File: src/rtl/fifo_write_arbiter_if.sv
// Bundle of requester handshakes, FIFO write port and statistics for fifo_write_arbiter.
// master: the arbiter side. slave: requesters, FIFO and statistics reader.
interface fifo_write_arbiter_if #(
  parameter int unsigned BITS     = 32,
  parameter int unsigned NUM_REQ  = 4,
  parameter int unsigned CNT_BITS = 16
);
  localparam int unsigned ID_W = $clog2(NUM_REQ);

  logic [NUM_REQ-1:0]               p_req_valid;
  logic [NUM_REQ-1:0][BITS-1:0]     p_req_data;
  logic [NUM_REQ-1:0]               p_req_last;
  logic [NUM_REQ-1:0]               p_req_ready;
  logic                             p_fifo_write_en;
  logic [BITS-1:0]                  p_fifo_write_data;
  logic                             p_fifo_write_full;
  logic [ID_W-1:0]                  p_grant_id;
  logic                             p_busy;
  logic                             p_stat_clear;
  logic [NUM_REQ-1:0][CNT_BITS-1:0] p_stat_beats;

  modport master (
    input  p_req_valid, p_req_data, p_req_last, p_fifo_write_full, p_stat_clear,
    output p_req_ready, p_fifo_write_en, p_fifo_write_data, p_grant_id, p_busy,
           p_stat_beats
  );

  modport slave (
    output p_req_valid, p_req_data, p_req_last, p_fifo_write_full, p_stat_clear,
    input  p_req_ready, p_fifo_write_en, p_fifo_write_data, p_grant_id, p_busy,
           p_stat_beats
  );
endinterface

File: src/rtl/fifo_write_arbiter.sv
// Round-robin arbiter sharing one async FIFO write port among NUM_REQ requesters.
// A grant lasts until the packet's last beat, MAX_BURST beats, or the owner drops valid;
// every grant costs one idle arbitration cycle. FIFO full stalls the owner in place.
// Optional feature macro: FIFO_WRITE_ARB_STATS_EN (per-requester saturating beat counters).
// Interface parameters BITS/NUM_REQ/CNT_BITS must match the module parameters.
module fifo_write_arbiter #(
  parameter int unsigned BITS      = 32,
  parameter int unsigned NUM_REQ   = 4,
  parameter int unsigned MAX_BURST = 4,
  parameter int unsigned CNT_BITS  = 16
) (
  input  logic                  write_clk,
  input  logic                  write_rst_n,
  fifo_write_arbiter_if.master  bus
);

  localparam int unsigned ID_W  = $clog2(NUM_REQ);
  localparam int unsigned CNT_W = $clog2(MAX_BURST + 1);

  // Reject unsupported configurations at elaboration
  if (NUM_REQ < 2 || NUM_REQ > 16 || MAX_BURST < 1) begin : g_bad_params
    $fatal(1, "fifo_write_arbiter: NUM_REQ must be 2..16 and MAX_BURST >= 1");
  end

  typedef enum logic {
    IDLE   = 1'b0,
    LOCKED = 1'b1
  } state_e;

  state_e             state_q, state_d;
  logic [ID_W-1:0]    owner_q, owner_d;
  logic [ID_W-1:0]    rr_ptr_q, rr_ptr_d;
  logic [CNT_W-1:0]   beat_cnt_q, beat_cnt_d;
  logic [ID_W-1:0]    pick_c;
  logic               pick_found_c;
  logic [NUM_REQ-1:0] ready_c;
  logic               xfer_c;
  logic               release_c;
  logic               write_en_c;
  logic [BITS-1:0]    write_data_c;

  // First valid requester scanning circularly from rr_ptr
  always_comb begin : p_pick
    int unsigned idx;
    pick_c       = '0;
    pick_found_c = 1'b0;
    idx          = 0;
    for (int unsigned i = 0; i < NUM_REQ; i++) begin
      idx = 32'(rr_ptr_q) + i;
      if (idx >= NUM_REQ) idx = idx - NUM_REQ;
      if (!pick_found_c && bus.p_req_valid[ID_W'(idx)]) begin
        pick_found_c = 1'b1;
        pick_c       = ID_W'(idx);
      end
    end
  end

  // Next-state and port-mux logic
  always_comb begin : p_fsm
    state_d      = state_q;
    owner_d      = owner_q;
    rr_ptr_d     = rr_ptr_q;
    beat_cnt_d   = beat_cnt_q;
    ready_c      = '0;
    xfer_c       = 1'b0;
    release_c    = 1'b0;
    write_en_c   = 1'b0;
    write_data_c = '0;
    case (state_q)
      IDLE: begin
        if (pick_found_c) begin
          owner_d    = pick_c;
          beat_cnt_d = '0;
          state_d    = LOCKED;
        end
      end
      LOCKED: begin
        ready_c[owner_q] = !bus.p_fifo_write_full;
        xfer_c           = bus.p_req_valid[owner_q] && !bus.p_fifo_write_full;
        write_en_c       = xfer_c;
        write_data_c     = bus.p_req_data[owner_q];
        if (xfer_c) beat_cnt_d = beat_cnt_q + CNT_W'(1);
        // Owner dropping valid releases even while the FIFO is full
        release_c = !bus.p_req_valid[owner_q] ||
                    (xfer_c && (bus.p_req_last[owner_q] ||
                                beat_cnt_q == CNT_W'(MAX_BURST - 1)));
        if (release_c) begin
          state_d  = IDLE;
          rr_ptr_d = (owner_q == ID_W'(NUM_REQ - 1)) ? '0 : owner_q + ID_W'(1);
        end
      end
      default: state_d = IDLE;
    endcase
  end

  // Arbitration state registers
  always_ff @(posedge write_clk or negedge write_rst_n) begin
    if (!write_rst_n) begin
      state_q    <= IDLE;
      owner_q    <= '0;
      rr_ptr_q   <= '0;
      beat_cnt_q <= '0;
    end else begin
      state_q    <= state_d;
      owner_q    <= owner_d;
      rr_ptr_q   <= rr_ptr_d;
      beat_cnt_q <= beat_cnt_d;
    end
  end

  assign bus.p_req_ready       = ready_c;
  assign bus.p_fifo_write_en   = write_en_c;
  assign bus.p_fifo_write_data = write_data_c;
  assign bus.p_grant_id        = owner_q;
  assign bus.p_busy            = (state_q == LOCKED);

`ifdef FIFO_WRITE_ARB_STATS_EN
  logic [NUM_REQ-1:0][CNT_BITS-1:0] stat_q, stat_d;

  // Saturating per-requester beat counters; clear beats a same-cycle increment
  always_comb begin
    stat_d = stat_q;
    if (bus.p_stat_clear) begin
      stat_d = '0;
    end else if (xfer_c && (stat_q[owner_q] != '1)) begin
      stat_d[owner_q] = stat_q[owner_q] + CNT_BITS'(1);
    end
  end

  // Statistics counter registers
  always_ff @(posedge write_clk or negedge write_rst_n) begin
    if (!write_rst_n) stat_q <= '0;
    else              stat_q <= stat_d;
  end

  assign bus.p_stat_beats = stat_q;
`else
  logic unused_stat_clear;
  assign unused_stat_clear = bus.p_stat_clear;
  assign bus.p_stat_beats  = '0;
`endif

endmodule

File: src/flat_wrapper.sv
// flat-port wrapper written by rule: the top's interface ports become plain ports
module fifo_write_arbiter_flat 
#(
  parameter int unsigned BITS      = 32,
  parameter int unsigned NUM_REQ   = 4,
  parameter int unsigned MAX_BURST = 4,
  parameter int unsigned CNT_BITS  = 16
)
  (write_clk, write_rst_n, bus_p_req_valid, bus_p_req_data, bus_p_req_last, bus_p_fifo_write_full, bus_p_stat_clear, bus_p_req_ready, bus_p_fifo_write_en, bus_p_fifo_write_data, bus_p_grant_id, bus_p_busy, bus_p_stat_beats);
  fifo_write_arbiter_if #(.BITS(BITS), .NUM_REQ(NUM_REQ), .CNT_BITS(CNT_BITS)) bus_i ();
  input  logic write_clk;
  input  logic write_rst_n;
  input wire logic [$bits(bus_i.p_req_valid)-1:0] bus_p_req_valid;
  input wire logic [$bits(bus_i.p_req_data)-1:0] bus_p_req_data;
  input wire logic [$bits(bus_i.p_req_last)-1:0] bus_p_req_last;
  input wire logic [$bits(bus_i.p_fifo_write_full)-1:0] bus_p_fifo_write_full;
  input wire logic [$bits(bus_i.p_stat_clear)-1:0] bus_p_stat_clear;
  output wire logic [$bits(bus_i.p_req_ready)-1:0] bus_p_req_ready;
  output wire logic [$bits(bus_i.p_fifo_write_en)-1:0] bus_p_fifo_write_en;
  output wire logic [$bits(bus_i.p_fifo_write_data)-1:0] bus_p_fifo_write_data;
  output wire logic [$bits(bus_i.p_grant_id)-1:0] bus_p_grant_id;
  output wire logic [$bits(bus_i.p_busy)-1:0] bus_p_busy;
  output wire logic [$bits(bus_i.p_stat_beats)-1:0] bus_p_stat_beats;
  assign bus_i.p_req_valid = bus_p_req_valid;
  assign bus_i.p_req_data = bus_p_req_data;
  assign bus_i.p_req_last = bus_p_req_last;
  assign bus_i.p_fifo_write_full = bus_p_fifo_write_full;
  assign bus_i.p_stat_clear = bus_p_stat_clear;
  assign bus_p_req_ready = bus_i.p_req_ready;
  assign bus_p_fifo_write_en = bus_i.p_fifo_write_en;
  assign bus_p_fifo_write_data = bus_i.p_fifo_write_data;
  assign bus_p_grant_id = bus_i.p_grant_id;
  assign bus_p_busy = bus_i.p_busy;
  assign bus_p_stat_beats = bus_i.p_stat_beats;
  fifo_write_arbiter #(.BITS(BITS), .NUM_REQ(NUM_REQ), .MAX_BURST(MAX_BURST), .CNT_BITS(CNT_BITS)) u_core (.write_clk(write_clk), .write_rst_n(write_rst_n), .bus(bus_i));
endmodule
File: config.mk
export PLATFORM = sky130hd
export DESIGN_NAME = fifo_write_arbiter_flat
export DESIGN_NICKNAME = d
export VERILOG_FILES = /design/src/rtl/fifo_write_arbiter_if.sv /design/src/rtl/fifo_write_arbiter.sv /design/src/flat_wrapper.sv
export SDC_FILE = /design/constraint.sdc
export NUM_CORES = 1
export LEC_CHECK = 0
export CORE_AREA = 2 2 95 97
export DETAILED_ROUTE_END_ITERATION = 7
export DIE_AREA = 0 0 97 99
export PLACE_DENSITY = 0.74
export SYNTH_ARGS = -nofsm -noshare
export SYNTH_HDL_FRONTEND = slang
export SYNTH_SLANG_ARGS = --single-unit
File: constraint.sdc
create_clock -name write_clk -period 2.4 [get_ports write_clk]
set_input_delay 0.36 -clock write_clk [delete_from_list [all_inputs] [get_ports write_clk]]
set_output_delay 0.36 -clock write_clk [all_outputs]
set_load 0.005 [all_outputs]
Yosys cells after proc, flatten, opt, wreduce, memory -nomap -nowiden
Cells that the tools add are included.
{"block": "totals", "reg_bits": 8, "latch_bits": 0, "ramBits": 0, "rom_bits": 0, "input_bits": 140, "word_cells": 83, "memories": 0}
{"block": "classes", "n_addsub": 9, "n_mul": 0, "div": 0, "n_lt_le_gt_ge": 10, "n_eq_ne": 4, "shift": 0, "mux": 38, "bitwise": 2, "reduce_logical": 16}
{"op": "$bmux 32 s2", "count": 1}
{"op": "$mux 32", "count": 2}
{"op": "$mux 2", "count": 9}
{"op": "$lt 2x3->1 const B", "count": 5}
{"op": "$mux 1", "count": 14}
{"op": "$bmux 1 s2", "count": 6}
{"op": "$ge 3x3->1 const B", "count": 3}
{"op": "$sub 2x1->2 const B", "count": 4}
{"op": "$add 2x2->3 const B", "count": 2}
{"op": "$logic_and 1x1->1", "count": 6}
{"op": "$mux 3", "count": 2}
{"op": "$pmux 3 s2", "count": 1}
{"op": "$reduce_and 2->1", "count": 3}
{"op": "$logic_not 1->1", "count": 5}
{"op": "$and 4x4->4", "count": 1}
{"op": "$mux 4", "count": 1}
{"op": "$add 2x1->3 const B", "count": 1}
{"op": "$add 3x1->3 const B", "count": 1}
{"op": "$eq 3x2->1 const B", "count": 1}
{"op": "$ge 2x3->1 const B", "count": 1}
{"op": "$add 2x1->2 const B", "count": 1}
{"op": "$demux 1 s2", "count": 1}
{"op": "$eq 2x2->1 const B", "count": 1}
{"op": "$ge 2x1->1 const B", "count": 1}
{"op": "other kinds (5)", "count": 6}

Logic depth before layout (Yosys ltp)
{"block": "depth", "ltp_word": 16, "mapped_depth": 6, "mapped_depth_nobuf": 6}

Least setup slack after synthesis
OpenSTA, ideal clock, no wires.
{"block": "synth_path", "path_type": "reg-to-output", "startpoint": "register u_core.owner_q[0], in the netlist u_core.bus.p_grant_id[0]", "endpoint": "output port bus_p_fifo_write_data[10]", "arrival_ns": 1.554, "required_ns": 2.040, "slack_ns": 0.486, "stages_incl_launch_ff": 5, "n_path_buf": 2, "path_cell_list": "dfrtp_1 > buf_6 > buf_2 > mux4_2 > and2_1"}
{"block": "synth_via", "elab_chain_cells": 3}
{"item": "start, declared", "line_no": "fifo_write_arbiter.sv:31", "rtl": "logic [ID_W-1:0] owner_q, owner_d;"}
{"item": "start signal, assigned", "line_no": "fifo_write_arbiter.sv:105", "rtl": "owner_q <= owner_d;"}
{"item": "$bmux 32 s2", "line_no": "fifo_write_arbiter.sv:81", "rtl": "write_data_c = bus.p_req_data[owner_q];"}
{"item": "$mux 32 (not written as such)", "line_no": "fifo_write_arbiter.sv:81"}
{"item": "$mux 32", "line_no": "fifo_write_arbiter.sv:69", "rtl": "case (state_q)"}
{"item": "end, declared", "line_no": "flat_wrapper.sv:20", "rtl": "output wire logic [$bits(bus_i.p_fifo_write_data)-1:0] bus_p_fifo_write_data;"}
No other way between the ends. The select of a mux whose other input is x is not followed.

Final worst setup path
{"block": "layout_path", "startpoint": "register u_core.owner_q[0], in the netlist u_core.bus.p_grant_id[0]", "endpoint": "output port bus_p_fifo_write_data[3]"}
The elaborated chain is that of the path after synthesis.

==> flow_summary.toml <==
[min_path]
holdCritPathClass = "primary input to async pin"

[die]
die_w_um = 97
fp.coreArea_sq_mm = 0.00855
start_util = 0.244
die_h_um = 99
fp.dieArea_sq_mm = 0.00960
io-pin-count = 244
rows = 34

[clock_tree]
holdBufCountCts = 0
cts.clk_slew.worst_paths_ns = 0.04
htreeDepth = 1
cts_tree = "built"
clockBufferDepth = 2
numCtsBuffers = 3
clkLatencyLatePin_ns = 0.23
postCtsSetupBuffers = 0
clkSinkCount = 8
cts_root_buf = "clkbuf_8"

[worst_setup_path]
cpPeakStageDelay_ns = 0.51
critPathTopFamily = "buffers and inverters"
slowest_stage = "mux4_2"
critical_path_required_ns = 2.04
critPathLaunchType = "flop"
crit_arrival_ns = 1.97
cp_max_fo = 16
endpoint_kind = "primary output"
path_cells = "buf_12, mux4_2, and2_1, clkdlybuf4s50_1"
worstSetupStartpoint = "u_core.bus.p_grant_id[0]"
reg2reg_from = "u_core.bus.p_grant_id[0]"
critical_path_class = "flop to primary output"
crit_buf_inv = 2

[synthesis]
ys_warn_count = 0
syn-instance-count = 200
synth.area.top_cells = "mux4_2 (36%), buf_4 (23%), and2_1 (11%), dfrtp_1 (9.6%), ha_1 (3.6%)"
yosysTopAreaCell = "mux4_2"
synth-seq-cells = 8
syn_area_per_cell_sq_um = 10.4
yosysSeqAreaShare = 0.0960
synth_top_area_frac = 0.356
synth_cell_types = 31
netlist_area_sq_mm = 0.00209

[pwr]
peakVddDrop_mv = 0.398
power_density_mw_per_mm2 = 772
p_leak_nw = 1.68

[timing]
hold_viol = 0
slew_violations = 0
finalCritPeriodShare = 0.969
max_freq_ghz = 0.430
fin_tns_setup_ns = 0
setup_viol = 0
rsz0062_at_grt = "no"
holdWs_ns = 0.420
clock_skew_ns = 0.00352
final.min_clock_period_ns = 2.33

[routing]
vias = 2032
drt_iter0_drc = 40
wl_per_cell_um = 15.1
ant_nets = 0
first_pass_iters = 4
routed_wl_mm = 7.44
drcViolationCount = 0
via_per_inst = 4.14

[cells_and_area]
multiInputGateArea_sq_mm = 0.00154
fillers = 820
diodes = 0
num-nets-final = 530
area.sequential_sq_um = 203
drive_above_1_share = 0.149
areaGrowthSynthToFinish_pct = 86.4

[placed_design]
hpwl_mm = 6.41
port-buffer-count = 178
place.gp.congestion = 0.798

[grt]
grt_max_degree = 36
antenna_found_initial = 0
grt_pass1_wl_mm = 11.2
grt_pass1_vias = 2122
grtUsageTotal = 0.144
grt.overflow.total = 0

[flow_run]
max_cap_viol_count = 0

[run_status]
status = "finished, final reports clean"
[worst register-to-register path, stage by stage, from the launching register on]
cell and delay [ns]:
dfrtp_2 0.41, buf_4 0.17, mux4_2 0.55, buf_4 0.17, nor2_2 0.09, a31oi_2 0.06
mux2_1 0.34
[metal layers]
metal  up-vias  wire length, um  global-route usage
li1        953                -                   -
met3         8              601              0.0355
met1       963             2690               0.165
met2       108             4040               0.272
met4         0              108              0.0249
met5         -                0                   0
[power by group]
group | internal [W] | leakage, nW | switching [W] | total (W)
sequential | 0.000197 | 0.0979 | 0.0000845 | 0.000281
clock | 0.000115 | 0.0228 | 0.0000564 | 0.000172
combinational | 0.00164 | 1.56 | 0.000909 | 0.00255
total | 0.00195 | 1.68 | 0.00105 | 0.00300
[synthesized netlist by cell type]
cell type and n:
buf_4 64, and2_1 36, mux4_2 33, dfrtp_1 8, inv_1 7, ha_1 6
buf_2 5, o21ai_1 5, nand2_1 4, nand3_1 4, clkbuf_1 3, a21oi_1 2
buf_6 2, mux2_1 2, mux2i_1 2, nor2_1 2, a21bo_1 1, a21oi_4 1
a2bb2oi_1 1, a31oi_2 1, buf_12 1, conb_1 1, mux2_4 1, nand3b_1 1
nor2_2 1, nor2b_1 1, o21a_1 1, o221ai_1 1, o22ai_1 1, o41ai_2 1
or3_4 1
[timing repair]
action                     in CTS  in global routing
hold endpoints to repair        0                  0
setup endpoints to repair       0                 13
resized for setup               0                 10
[sequential cells by signal (all words and copies together) (netlist names)]
register and count:
u_core.beat_cnt_q 3, u_core.bus.p_grant_id 2, u_core.bus.p_busy 1, u_core.rr_ptr_q 2
[worst paths after layout]
kind | slack [ns] | depth (start not counted) | to
max in group asynchronous | 1.68 | 1 | u_core.bus.p_grant_id[1]
worst min-delay path | 0.42 | 1 | u_core.rr_ptr_q[1]
worst max-delay path | 0.07 | 4 | bus_p_fifo_write_data[3]
min in group write_clk | 0.50 | 1 | u_core.beat_cnt_q[0]
worst min register to register | 0.50 | 1 | u_core.beat_cnt_q[0]
worst max register to register | 0.49 | 6 | u_core.rr_ptr_q[0]
[cell type report]
class	count	area share
timing repair buffer	191	0.500
multi-input combinational	173	0.395
sequential	8	0.0521
tap	108	0.0347
clock buffer	4	0.0116
inverter	7	0.00676
[logic make-up after synthesis]
group	Yosys count	synth area share
compound gates	15	0.0582
fa+ha+maj	6	0.0360
buf+inv	82	0.281
flops	8	0.0960
mux	38	0.384
other cells	1	0.00180
simple gates	50	0.143
[per-stage QoR]
stage               setup WS (ns)  instance area [sq um]   util  instances  power, W
global placement            0.153                   3820  0.446        487   0.00284
floorplan                   0.486                   2320      -        263   0.00173
detailed placement          0.141                   3820  0.446        487   0.00289
global route             0.000234                   3890  0.455        491   0.00325
finish                     0.0741                   3890  0.455        491   0.00300
CTS                        0.0257                   3860  0.452        491   0.00307
[cell usage in the layout (no fill, tap or decap), types with 2 or more instances in the layout]
cell type,synthesis,layout
dfrtp_1,8,6
conb_1,1,64
o21ai_1,5,5
nor2_1,2,2
dlymetal6s2s_1,0,9
mux2_1,2,2
inv_1,7,7
mux4_2,33,33
ha_1,6,6
dfrtp_2,0,2
nand3_1,4,4
nand2_1,4,4
buf_12,1,3
clkdlybuf4s50_1,0,169
mux2i_1,2,2
and2_1,36,36
clkbuf_8,0,3
buf_4,64,9
a21oi_1,2,2
Note: power is estimated with default switching activity, not from simulation.
